[src/rtl/lcd_inst_pkg.sv]
// Shared character and instruction constants for the text-output blocks
// (LCD controller and serial command formatters).
package lcd_inst_pkg;

  localparam logic [7:0] LCD_CLEAR   = 8'h01;
  localparam logic [7:0] LCD_HOME    = 8'h02;

  localparam logic [7:0] CH_LF       = 8'h0A;
  localparam logic [7:0] CH_QUOTE    = 8'h22;
  localparam logic [7:0] CH_COMMA    = 8'h2C;
  localparam logic [7:0] CH_MINUS    = 8'h2D;
  localparam logic [7:0] CH_PERIOD   = 8'h2E;
  localparam logic [7:0] CH_0        = 8'h30;
  localparam logic [7:0] CH_COLON    = 8'h3A;
  localparam logic [7:0] CH_L        = 8'h4C;
  localparam logic [7:0] CH_R        = 8'h52;
  localparam logic [7:0] CH_T        = 8'h54;
  localparam logic [7:0] CH_LBRACE   = 8'h7B;
  localparam logic [7:0] CH_RBRACE   = 8'h7D;

endpackage

[src/rtl/motor_cmd_pkg.sv]
// Types and constants for the motor command serialiser.
package motor_cmd_pkg;
  import lcd_inst_pkg::*;

  typedef enum logic [1:0] {IDLE, FORMAT, SEND, DRAIN} state_t;

  localparam int SPEED_MAX     = 100;
  localparam int MSG_MAX_BYTES = 28;
  localparam int MSG_MIN_BYTES = 26;

  // Right-justified speed text: 5 bytes when negative, else 4 with a zero top byte.
  function automatic logic [39:0] speed_field(input logic neg, input logic [6:0] mag);
    logic [7:0] d_int, d_ten, d_one;
    d_int = CH_0 + 8'(mag / 7'd100);
    d_ten = CH_0 + 8'((mag % 7'd100) / 7'd10);
    d_one = CH_0 + 8'(mag % 7'd10);
    if (neg) return {CH_MINUS, d_int, CH_PERIOD, d_ten, d_one};
    return {8'h00, d_int, CH_PERIOD, d_ten, d_one};
  endfunction

endpackage

[src/rtl/uart_tx.sv]
// 8N1 UART transmitter; ready is high whenever no frame is on the line.
module uart_tx #(
  parameter int CLKS_PER_BIT = 434
) (
  input  logic       clk,
  input  logic       rst,
  input  logic       valid,
  input  logic [7:0] data,
  output logic       ready,
  output logic       tx
);
  localparam int CW = (CLKS_PER_BIT > 1) ? $clog2(CLKS_PER_BIT) : 1;
  localparam logic [CW-1:0] LAST = CW'(CLKS_PER_BIT - 1);

  logic          active;
  logic [9:0]    sh;
  logic [CW-1:0] ccnt;
  logic [3:0]    bitn;

  always_ff @(posedge clk) begin
    if (rst) begin
      active <= 1'b0;
      sh     <= '1;
      ccnt   <= '0;
      bitn   <= '0;
    end else if (!active) begin
      if (valid) begin
        sh     <= {1'b1, data, 1'b0};
        active <= 1'b1;
        ccnt   <= '0;
        bitn   <= '0;
      end
    end else if (ccnt == LAST) begin
      ccnt <= '0;
      sh   <= {1'b1, sh[9:1]};
      if (bitn == 4'd9) active <= 1'b0;
      else              bitn   <= bitn + 4'd1;
    end else begin
      ccnt <= ccnt + 1'b1;
    end
  end

  assign ready = !active;
  assign tx    = active ? sh[0] : 1'b1;

endmodule

[src/rtl/motor_cmd_tx.sv]
// Formats a left/right wheel command as a JSON line and sends it over UART.
// Optional periodic resend of the last command: define MOTOR_CMD_HEARTBEAT_EN.
module motor_cmd_tx
  import lcd_inst_pkg::*, motor_cmd_pkg::*;
#(
  parameter int CLKS_PER_BIT = 50_000_000 / 115_200,
  parameter int SPEED_W      = 8,
  parameter int T_CODE       = 1,
  parameter int HB_CYCLES    = 25_000_000
) (
  input  logic                      clk,
  input  logic                      rst,
  input  logic                      cmd_valid,
  input  logic signed [SPEED_W-1:0] cmd_left,
  input  logic signed [SPEED_W-1:0] cmd_right,
  output logic                      cmd_ready,
  output logic                      busy,
  output logic                      done,
  output logic                      uart_out
);
  localparam int MSG_BITS = 8 * MSG_MAX_BYTES;
  localparam int IDX_W    = $clog2(MSG_MAX_BYTES);
  localparam logic [7:0] T_DIGIT = CH_0 + 8'(T_CODE);
  typedef logic [IDX_W-1:0] idx_t;

  if (T_CODE < 0 || T_CODE > 9 || HB_CYCLES < 1 || SPEED_W < 8 || CLKS_PER_BIT < 1) begin : g_bad_cfg
    $error("motor_cmd_tx: unsupported parameter set");
  end

  state_t                    state, state_d;
  logic signed [SPEED_W-1:0] left_q, right_q;
  logic [MSG_BITS-1:0]       msg_q, msg_d;
  idx_t                      len_q, len_d, idx_q, byte_sel;
  logic [7:0]                ls, rs;
  logic [39:0]               lf, rf;
  logic                      accept, hb_fire;
  logic                      uart_valid, uart_ready;
  logic [7:0]                uart_data;

  // Returns {negative, magnitude} after clamping to +/-SPEED_MAX.
  function automatic logic [7:0] saturate(input logic signed [SPEED_W-1:0] v);
    int s;
    s = int'(v);
    if (s > SPEED_MAX)       s = SPEED_MAX;
    else if (s < -SPEED_MAX) s = -SPEED_MAX;
    return {s < 0, 7'(s < 0 ? -s : s)};
  endfunction

  // Message is assembled right-justified by shifting in variable-length fields;
  // byte 0 of the line therefore sits at byte position len-1.
  always_comb begin
    ls    = saturate(left_q);
    rs    = saturate(right_q);
    lf    = speed_field(ls[7], ls[6:0]);
    rf    = speed_field(rs[7], rs[6:0]);
    msg_d = MSG_BITS'({CH_LBRACE, CH_QUOTE, CH_T, CH_QUOTE, CH_COLON, T_DIGIT,
                       CH_COMMA, CH_QUOTE, CH_L, CH_QUOTE, CH_COLON});
    msg_d = (msg_d << (ls[7] ? 40 : 32)) | MSG_BITS'(lf);
    msg_d = (msg_d << 40) | MSG_BITS'({CH_COMMA, CH_QUOTE, CH_R, CH_QUOTE, CH_COLON});
    msg_d = (msg_d << (rs[7] ? 40 : 32)) | MSG_BITS'(rf);
    msg_d = (msg_d << 16) | MSG_BITS'({CH_RBRACE, CH_LF});
    len_d = idx_t'(MSG_MIN_BYTES) + idx_t'(ls[7]) + idx_t'(rs[7]);
  end

  assign byte_sel  = len_q - idx_q - 1'b1;
  assign uart_data = msg_q[{byte_sel, 3'b000} +: 8];

  always_ff @(posedge clk) begin
    if (rst) state <= IDLE;
    else     state <= state_d;
  end

  always_comb begin
    state_d    = state;
    accept     = 1'b0;
    uart_valid = 1'b0;
    done       = 1'b0;
    case (state)
      IDLE: begin
        if (cmd_valid) begin
          accept  = 1'b1;
          state_d = FORMAT;
        end else if (hb_fire) begin
          state_d = FORMAT;
        end
      end
      FORMAT: state_d = SEND;
      SEND: begin
        uart_valid = 1'b1;
        if (uart_ready && idx_q == len_q - 1'b1) state_d = DRAIN;
      end
      DRAIN: begin
        if (uart_ready) begin
          done    = 1'b1;
          state_d = IDLE;
        end
      end
      default: state_d = IDLE;
    endcase
  end

  always_ff @(posedge clk) begin
    if (rst) begin
      left_q  <= '0;
      right_q <= '0;
      msg_q   <= '0;
      len_q   <= '0;
      idx_q   <= '0;
    end else begin
      if (accept) begin
        left_q  <= cmd_left;
        right_q <= cmd_right;
      end
      if (state == FORMAT) begin
        msg_q <= msg_d;
        len_q <= len_d;
        idx_q <= '0;
      end else if (state == SEND && uart_ready) begin
        idx_q <= idx_q + 1'b1;
      end
    end
  end

`ifdef MOTOR_CMD_HEARTBEAT_EN
  localparam int HB_W = $clog2(HB_CYCLES + 1);
  logic [HB_W-1:0] hb_cnt;
  logic            have_cmd;

  // Counter only runs in IDLE, so leaving IDLE (accept, resend) and done both restart it.
  always_ff @(posedge clk) begin
    if (rst) begin
      hb_cnt   <= '0;
      have_cmd <= 1'b0;
    end else begin
      if (accept) have_cmd <= 1'b1;
      if (state != IDLE || accept) hb_cnt <= '0;
      else                         hb_cnt <= hb_cnt + 1'b1;
    end
  end

  assign hb_fire = have_cmd && (hb_cnt == HB_W'(HB_CYCLES - 1));
`else
  assign hb_fire = 1'b0;
`endif

  assign cmd_ready = (state == IDLE);
  assign busy      = !cmd_ready;

  uart_tx #(.CLKS_PER_BIT(CLKS_PER_BIT)) u_uart (
    .clk   (clk),
    .rst   (rst),
    .valid (uart_valid),
    .data  (uart_data),
    .ready (uart_ready),
    .tx    (uart_out)
  );

endmodule

[config.mk]
export PLATFORM = sky130hd
export DESIGN_NAME = motor_cmd_tx
export DESIGN_NICKNAME = d
export VERILOG_FILES = /design/src/rtl/lcd_inst_pkg.sv /design/src/rtl/motor_cmd_pkg.sv /design/src/rtl/uart_tx.sv /design/src/rtl/motor_cmd_tx.sv
export SDC_FILE = /design/constraint.sdc
export NUM_CORES = 1
export LEC_CHECK = 0
export ABC_AREA = 1
export CORE_AREA = 2 2 155 157
export CTS_CLUSTER_SIZE = 28
export DETAILED_ROUTE_END_ITERATION = 7
export DIE_AREA = 0 0 157 159
export SLEW_MARGIN = 20
export SYNTH_ARGS = -nofsm -noshare
export SYNTH_HDL_FRONTEND = slang
export SYNTH_SLANG_ARGS = --single-unit
[constraint.sdc]
create_clock -name clk -period 15.2 [get_ports clk]
set_input_delay 3.8 -clock clk [delete_from_list [all_inputs] [get_ports clk]]
set_output_delay 3.8 -clock clk [all_outputs]
set_load 0.02 [all_outputs]
* Yosys cells after proc, flatten, opt, wreduce, memory -nomap -nowiden
Cells that the tools add are included.
Word-level totals: word-level logic and storage cells 104, flip-flop bits (word level) 268
Cells by class: shift operators 3, div/mod/pow operators 8, reduce and logical (&&, ||, !) cells 10, magnitude comparators 6, add/subtract/negate cells 16, bitwise operators 2, equal/unequal tests 11, multiplexer cells 38
Operators by type and width (number):
- 224-bit by 9-bit indexed part select with 8-bit output | 1
- 224-bit by 6-bit left shift with 208-bit output | 1
- 208-bit by 40-bit bitwise OR with 208-bit output | 1
- 184-bit by 40-bit bitwise OR with 184-bit output | 1
- 87-bit by 6-bit left shift with 184-bit output, first input constant | 1
- 40-bit 2-to-1 mux | 4
- 32-bit 2-to-1 mux | 4
- 32-bit by 1-bit less-than comparator with 1-bit output, second input constant | 2
- 6-bit by 8-bit adder with 8-bit output, first input constant | 6
- 10-bit 2-to-1 mux | 3
- 9-bit 2-to-1 mux | 3
- 4-bit 2-to-1 mux | 6
- 7-bit by 7-bit divider with 8-bit output, second input constant | 2
- 8-bit by 4-bit divider with 8-bit output, second input constant | 2
- 8-bit greater-than comparator, second input constant | 2
- 8-bit less-than comparator, second input constant | 2
- 7-bit by 4-bit remainder unit with 8-bit output, second input constant | 2
- 7-bit by 7-bit remainder unit with 8-bit output, second input constant | 2
- 7-bit 2-to-1 mux | 2
- 7-bit negation | 2
- 1-bit 2-to-1 mux | 12
- 2-bit inequality test, second input constant | 5
- 5-bit by 1-bit subtractor with 5-bit output, second input constant | 2
- 9-bit by 1-bit adder with 9-bit output, second input constant | 1
- other kinds (19) | 25

* Longest topological paths before layout
depth in word-level cells 13, mapped depth 42, depth with buffers taken out 41

* Modules after synthesis
A second synthesis with hierarchy kept.
Unflattened totals: cells, all modules 1136, area total of the unflattened synthesis 7389.6 µm²
By module, submodules not included:
- motor_cmd_tx | cells each 942, area an instance 6090.8 µm², times used 1, sequential area each 1501.4 µm²
- uart_tx | cells each 194, area an instance 1298.7 µm², times used 1, sequential area each 460.4 µm²

* Least setup slack after synthesis
OpenSTA, ideal clock, no wires.
kind reg-to-reg, start point reg right_q[4], end point reg msg_q[22], arrival 4.774 ns, setup slack 10.309 ns, setup time 0.117 ns, data required time 15.083 ns, path buffers 1, stages on the path, launching flop included 42, cell sequence dfxtp_1 inv_1 o21ai_0 o21ai_0 ha_1 buf_2 nor2_1 nand2_4 ha_1 nand3_1 nand3_4 xor2_4 ha_1 nand2_1 inv_1 nand4_1 nor2_4 nor2_1 [6 not listed] nand2_4 nand2_4 nand2_4 nand4_1 nand2_2 inv_1 ha_1 inv_1 nand3_1 nand2_1 nand2_1 nand2_1 nand3_2 ha_1 inv_1 nand2_1 nand2_1 o21ai_1
On the way: word-level cells in the longest chain between the ends 10, elaborated cells between the ends (all ways) 15
Ends and longest elaborated chain:
- start: declaration | RTL line motor_cmd_tx.sv:31 | logic signed [SPEED_W-1:0] left_q, right_q;
- start signal: assignment | RTL line motor_cmd_tx.sv:112 | right_q <= cmd_right;
- 8-bit less-than comparator | RTL line motor_cmd_tx.sv:45 | else if (s < -SPEED_MAX) s = -SPEED_MAX;
- 32-bit 2-to-1 mux | RTL line motor_cmd_tx.sv:45
- 32-bit 2-to-1 mux (*) | RTL line motor_cmd_tx.sv:44 | if (s > SPEED_MAX) s = SPEED_MAX;
- 32-bit by 1-bit less-than comparator with 1-bit output or 7-bit negation (tied branches) | RTL line motor_cmd_tx.sv:46 | return {s < 0, 7'(s < 0 ? -s : s)};
- 7-bit 2-to-1 mux | RTL line motor_cmd_tx.sv:46
- 7-bit by 4-bit remainder unit with 8-bit output | RTL line motor_cmd_pkg.sv:16 | d_one = CH_0 + 8'(mag % 7'd10);
- 6-bit by 8-bit adder with 8-bit output | RTL line motor_cmd_pkg.sv:16
- 40-bit 2-to-1 mux | RTL line motor_cmd_pkg.sv:17 | if (neg) return {CH_MINUS, d_int, CH_PERIOD, d_ten, d_one};
- 40-bit 2-to-1 mux | RTL line motor_cmd_pkg.sv:18 | return {8'h00, d_int, CH_PERIOD, d_ten, d_one};
- 208-bit by 40-bit bitwise OR with 208-bit output (*) | RTL line motor_cmd_tx.sv:60 | msg_d = (msg_d << (rs[7] ? 40 : 32)) | MSG_BITS'(rf);
- end signal: assignment | RTL line motor_cmd_tx.sv:115 | msg_q <= msg_d;
- end: declaration | RTL line motor_cmd_tx.sv:32 | logic [MSG_BITS-1:0] msg_q, msg_d;
Mark *: on every way between the ends. The rest lies on a longest branch, timed or not. The select of a mux whose other input is x is not followed. A chain may end at the register's enable or synchronous reset.

* Worst setup path after layout
start point reg state[0], end point out busy
On the way: word-level cells in the longest chain between the ends 2
Ends and longest elaborated chain:
- start: declaration | RTL line motor_cmd_tx.sv:30 | state_t state, state_d;
- start signal: assignment | RTL line motor_cmd_tx.sv:70 | else state <= state_d;
- 2-bit zero test | RTL line motor_cmd_tx.sv:146 | assign cmd_ready = (state == IDLE);
- 1-bit zero test | RTL line motor_cmd_tx.sv:147 | assign busy = !cmd_ready;
- end: declaration | RTL line motor_cmd_tx.sv:17 | output logic busy,
No other way between the ends.

==> impl_metrics.py <==
metrics = {
    "synthesis": {
        "syn_inst": 1235,
        "seq_area_frac_synth_pct": 24.32,
        "ys_ff_latch": 98,
        "synth_area_per_cell_um2": 6.532,
        "synth_warnings": 0,
        "syn-num-nets": 1300,
        "syn-cell-area_um2": 8066,
        "synth.distinct_cells": 63,
    },
    "critical_path": {
        "cp_slowest_cell": "clkdlybuf4s50_1",
        "worstPathCellList": "inv_1 -> ha_1 -> inv_1 -> clkdlybuf4s50_1",
        "critPathTopFamily": "buffers and inverters",
        "r2r_cells": 37,
        "crit_path_max_fanout": 4,
        "startpoint_type": "flip-flop",
        "critPathMaxStageDelay_ps": 600,
        "critPathBufInv": 3,
        "r2r_start": "right_q[4]$_SDFFE_PP0P_",
        "setup.worst_path.start": "state[0]$_SDFFE_PP0P_",
        "cp_common_cell": "inv_1",
        "endpoint_kind": "output pin",
        "crit_arrival_ps": 1730,
        "cp.required_ps": 11400,
        "crit_type": "reg2out",
        "cp.depth": 4,
    },
    "place": {
        "gp_congestion": 0.8743,
        "place_inst": 1546,
        "io_buffers": 22,
        "hpwl_mm": 15.47,
    },
    "timing": {
        "clock_skew_ps": 7.762,
        "whs_ps": 462.9,
        "worstMarginPinSlew_ps": 938.4,
        "fmax_ghz": 0.1808,
        "slew_viol_final": 0,
        "setup_tns_ps": 0,
        "hold_violations": 0,
        "fin_crit_sh_pct": 36.38,
        "post-route-min-period_ps": 5530,
        "setup_violations": 0,
        "rsz0062_at_grt": "no",
        "slew_headroom_pct": 37.29,
    },
    "global_route": {
        "grt_usage_pct": 16.64,
        "grt_pass1_vias": 7130,
        "antenna_found_initial": 0,
        "grt_pass1_wl_mm": 34.63,
        "grt-ovfl-total": 0,
        "grt_max_degree": 38,
    },
    "cts": {
        "cts.sinks": 98,
        "htree_levels": 3,
        "ctsResizeCount": 0,
        "cts_tree": "built",
        "clk_pin_slew_worst_paths_ps": 70,
        "cts_inserted_buffers": 9,
        "post_cts_buffers": 0,
        "clkLatencyLatePin_ps": 360,
        "clk_path_buf_depth": 2,
        "cts_root_buffer": "clkbuf_16",
        "hold_buffers": 0,
    },
    "floorplanning": {
        "pin_count": 23,
        "start_util_pct": 34.78,
        "rows": 56,
        "dieArea_um2": 24960,
        "core_um2": 23190,
        "fp.dieH_um": 159,
        "die_w_um": 157,
    },
    "detailed_routing": {
        "wl_met2_mm": 9.350,
        "wl_met3_um": 856,
        "remaining_drc_errors": 0,
        "first_pass_iters": 5,
        "dr.max_layer_used": "met4",
        "viasPerCell": 4.983,
        "drt_iter0_drc": 499,
        "vias": 7783,
        "drt-wirelength-per-cell_um": 13.01,
        "ant_nets": 0,
        "met1_length_mm": 9.883,
        "routed_wl_mm": 20.32,
    },
    "cells_and_area": {
        "final_nets": 1303,
        "antenna_cells": 0,
        "drive_gt1_share_pct": 10.38,
        "stdcell_count": 1562,
        "layout.cells.most_common": "nand2_1",
        "final_cell_mix": "274 x nand2_1, 175 x inv_1, 99 x nor2_1",
        "synthToLayoutAreaGrowth_pct": 10.27,
    },
    "run_status": {
        "status": "completed",
    },
    "worst_hold_path": {
        "min_from": "msg_q[104]$_SDFFE_PP0P_",
        "hold_path_depth": 2,
        "min-delay-path-class": "reg2reg",
    },
    "flow_run": {
        "cap_violations": 0,
    },
}
==> Yosys cell counts, drive strengths merged <==
cell,instances,area (µm²)
a41oi,1,8.760
o22ai,10,62.56
nor3b,1,7.510
a21oi,77,430.4
a221oi,4,35.03
o221ai,10,87.58
nor4,2,12.51
mux2i,1,10.01
o31ai,3,22.52
or2,2,12.52
nor2,111,490.5
o311ai,4,35.03
buf,3,20.01
clkinv,3,11.26
fa,1,20.02
o21ai,100,530.5
inv,190,713.2
o21bai,4,33.78
clkbuf,33,123.9
ha,45,563.0
nor3,14,80.08
a211o,1,8.760
o32ai,2,17.52
a21boi,1,7.510
xnor2,8,77.58
a311oi,1,8.760
nand3b,5,37.54
o211ai,18,145.1
o41ai,1,8.760
and2,2,12.51
nand3,97,593.1
nand4,25,156.4
xor2,18,202.7
dfxtp,98,1962
nand2,314,1334
o2111ai,1,8.760
and3,2,12.51
a211oi,10,75.07
a22oi,4,30.03
a22o,3,26.28
a31oi,5,31.28
==> state kept, by name (all words and copies together) (netlist names) <==
register and flops:
idx_q 5, left_q 8, len_q 2, msg_q 50, right_q 8, state 2
u_uart.active 1, u_uart.bitn 4, u_uart.ccnt 9, u_uart.sh 9
==> per-layer routing <==
metal,global-route usage (%),up-vias
met2,27.23,160
met4,3.628,0
li1,-,4080
met3,2.123,19
met1,23.32,3524
met5,0,-
==> final timing paths <==
| check | endpoint | slack (ps) |
|---|---|---|
| setup / recovery | busy | 9670 |
| hold / removal | msg_q[104]$_SDFFE_PP0P_ | 460 |
| setup reg to reg | msg_q[21]$_SDFFE_PP0P_ | 9670 |
| hold reg to reg | msg_q[104]$_SDFFE_PP0P_ | 460 |
==> per-stage QoR <==
step / area (µm²) / util [%] / setup WS [ps]
4_1_cts: 8895 / 38.35 / 9354
5_1_grt: 8895 / 38.35 / 9062
3_5_place_dp: 8587 / 37.03 / 8968
6_report: 8895 / 38.35 / 9670
2_1_floorplan: 8066 / - / 10310
3_3_place_gp: 8587 / 37.03 / 8925
==> area by class of cell <==
type                            count  area (µm²)
Clock buffer                        9       225.2
Clock inverter                      7       82.58
Fill cell                        2518       14300
Inverter                          193       724.4
Multi-Input combinational cell    908        5236
Sequential cell                    98        1962
Tap cell                          319       399.1
Timing Repair Buffer               28       265.3
==> kinds of logic after synthesis <==
family | count (synthesis) | share of synthesized area, %
and+or+nand+nor | 575 | 34.08
AOI/OAI and AO/OA | 260 | 20.01
buffers and inverters | 229 | 10.76
DFF | 98 | 24.32
adders and majority gates | 46 | 7.228
xor gates and xnor gates | 26 | 3.475
muxes | 1 | 0.1241
==> tightest hold or removal path, stage by stage, from the launching register on <==
cell and delay [ps]:
dfxtp_1 310, nand2_1 60, nand2_1 50
Power is left out: the tool's default activity adds up to more than one toggle a clock period on the data nets, which glitch-free logic cannot reach.
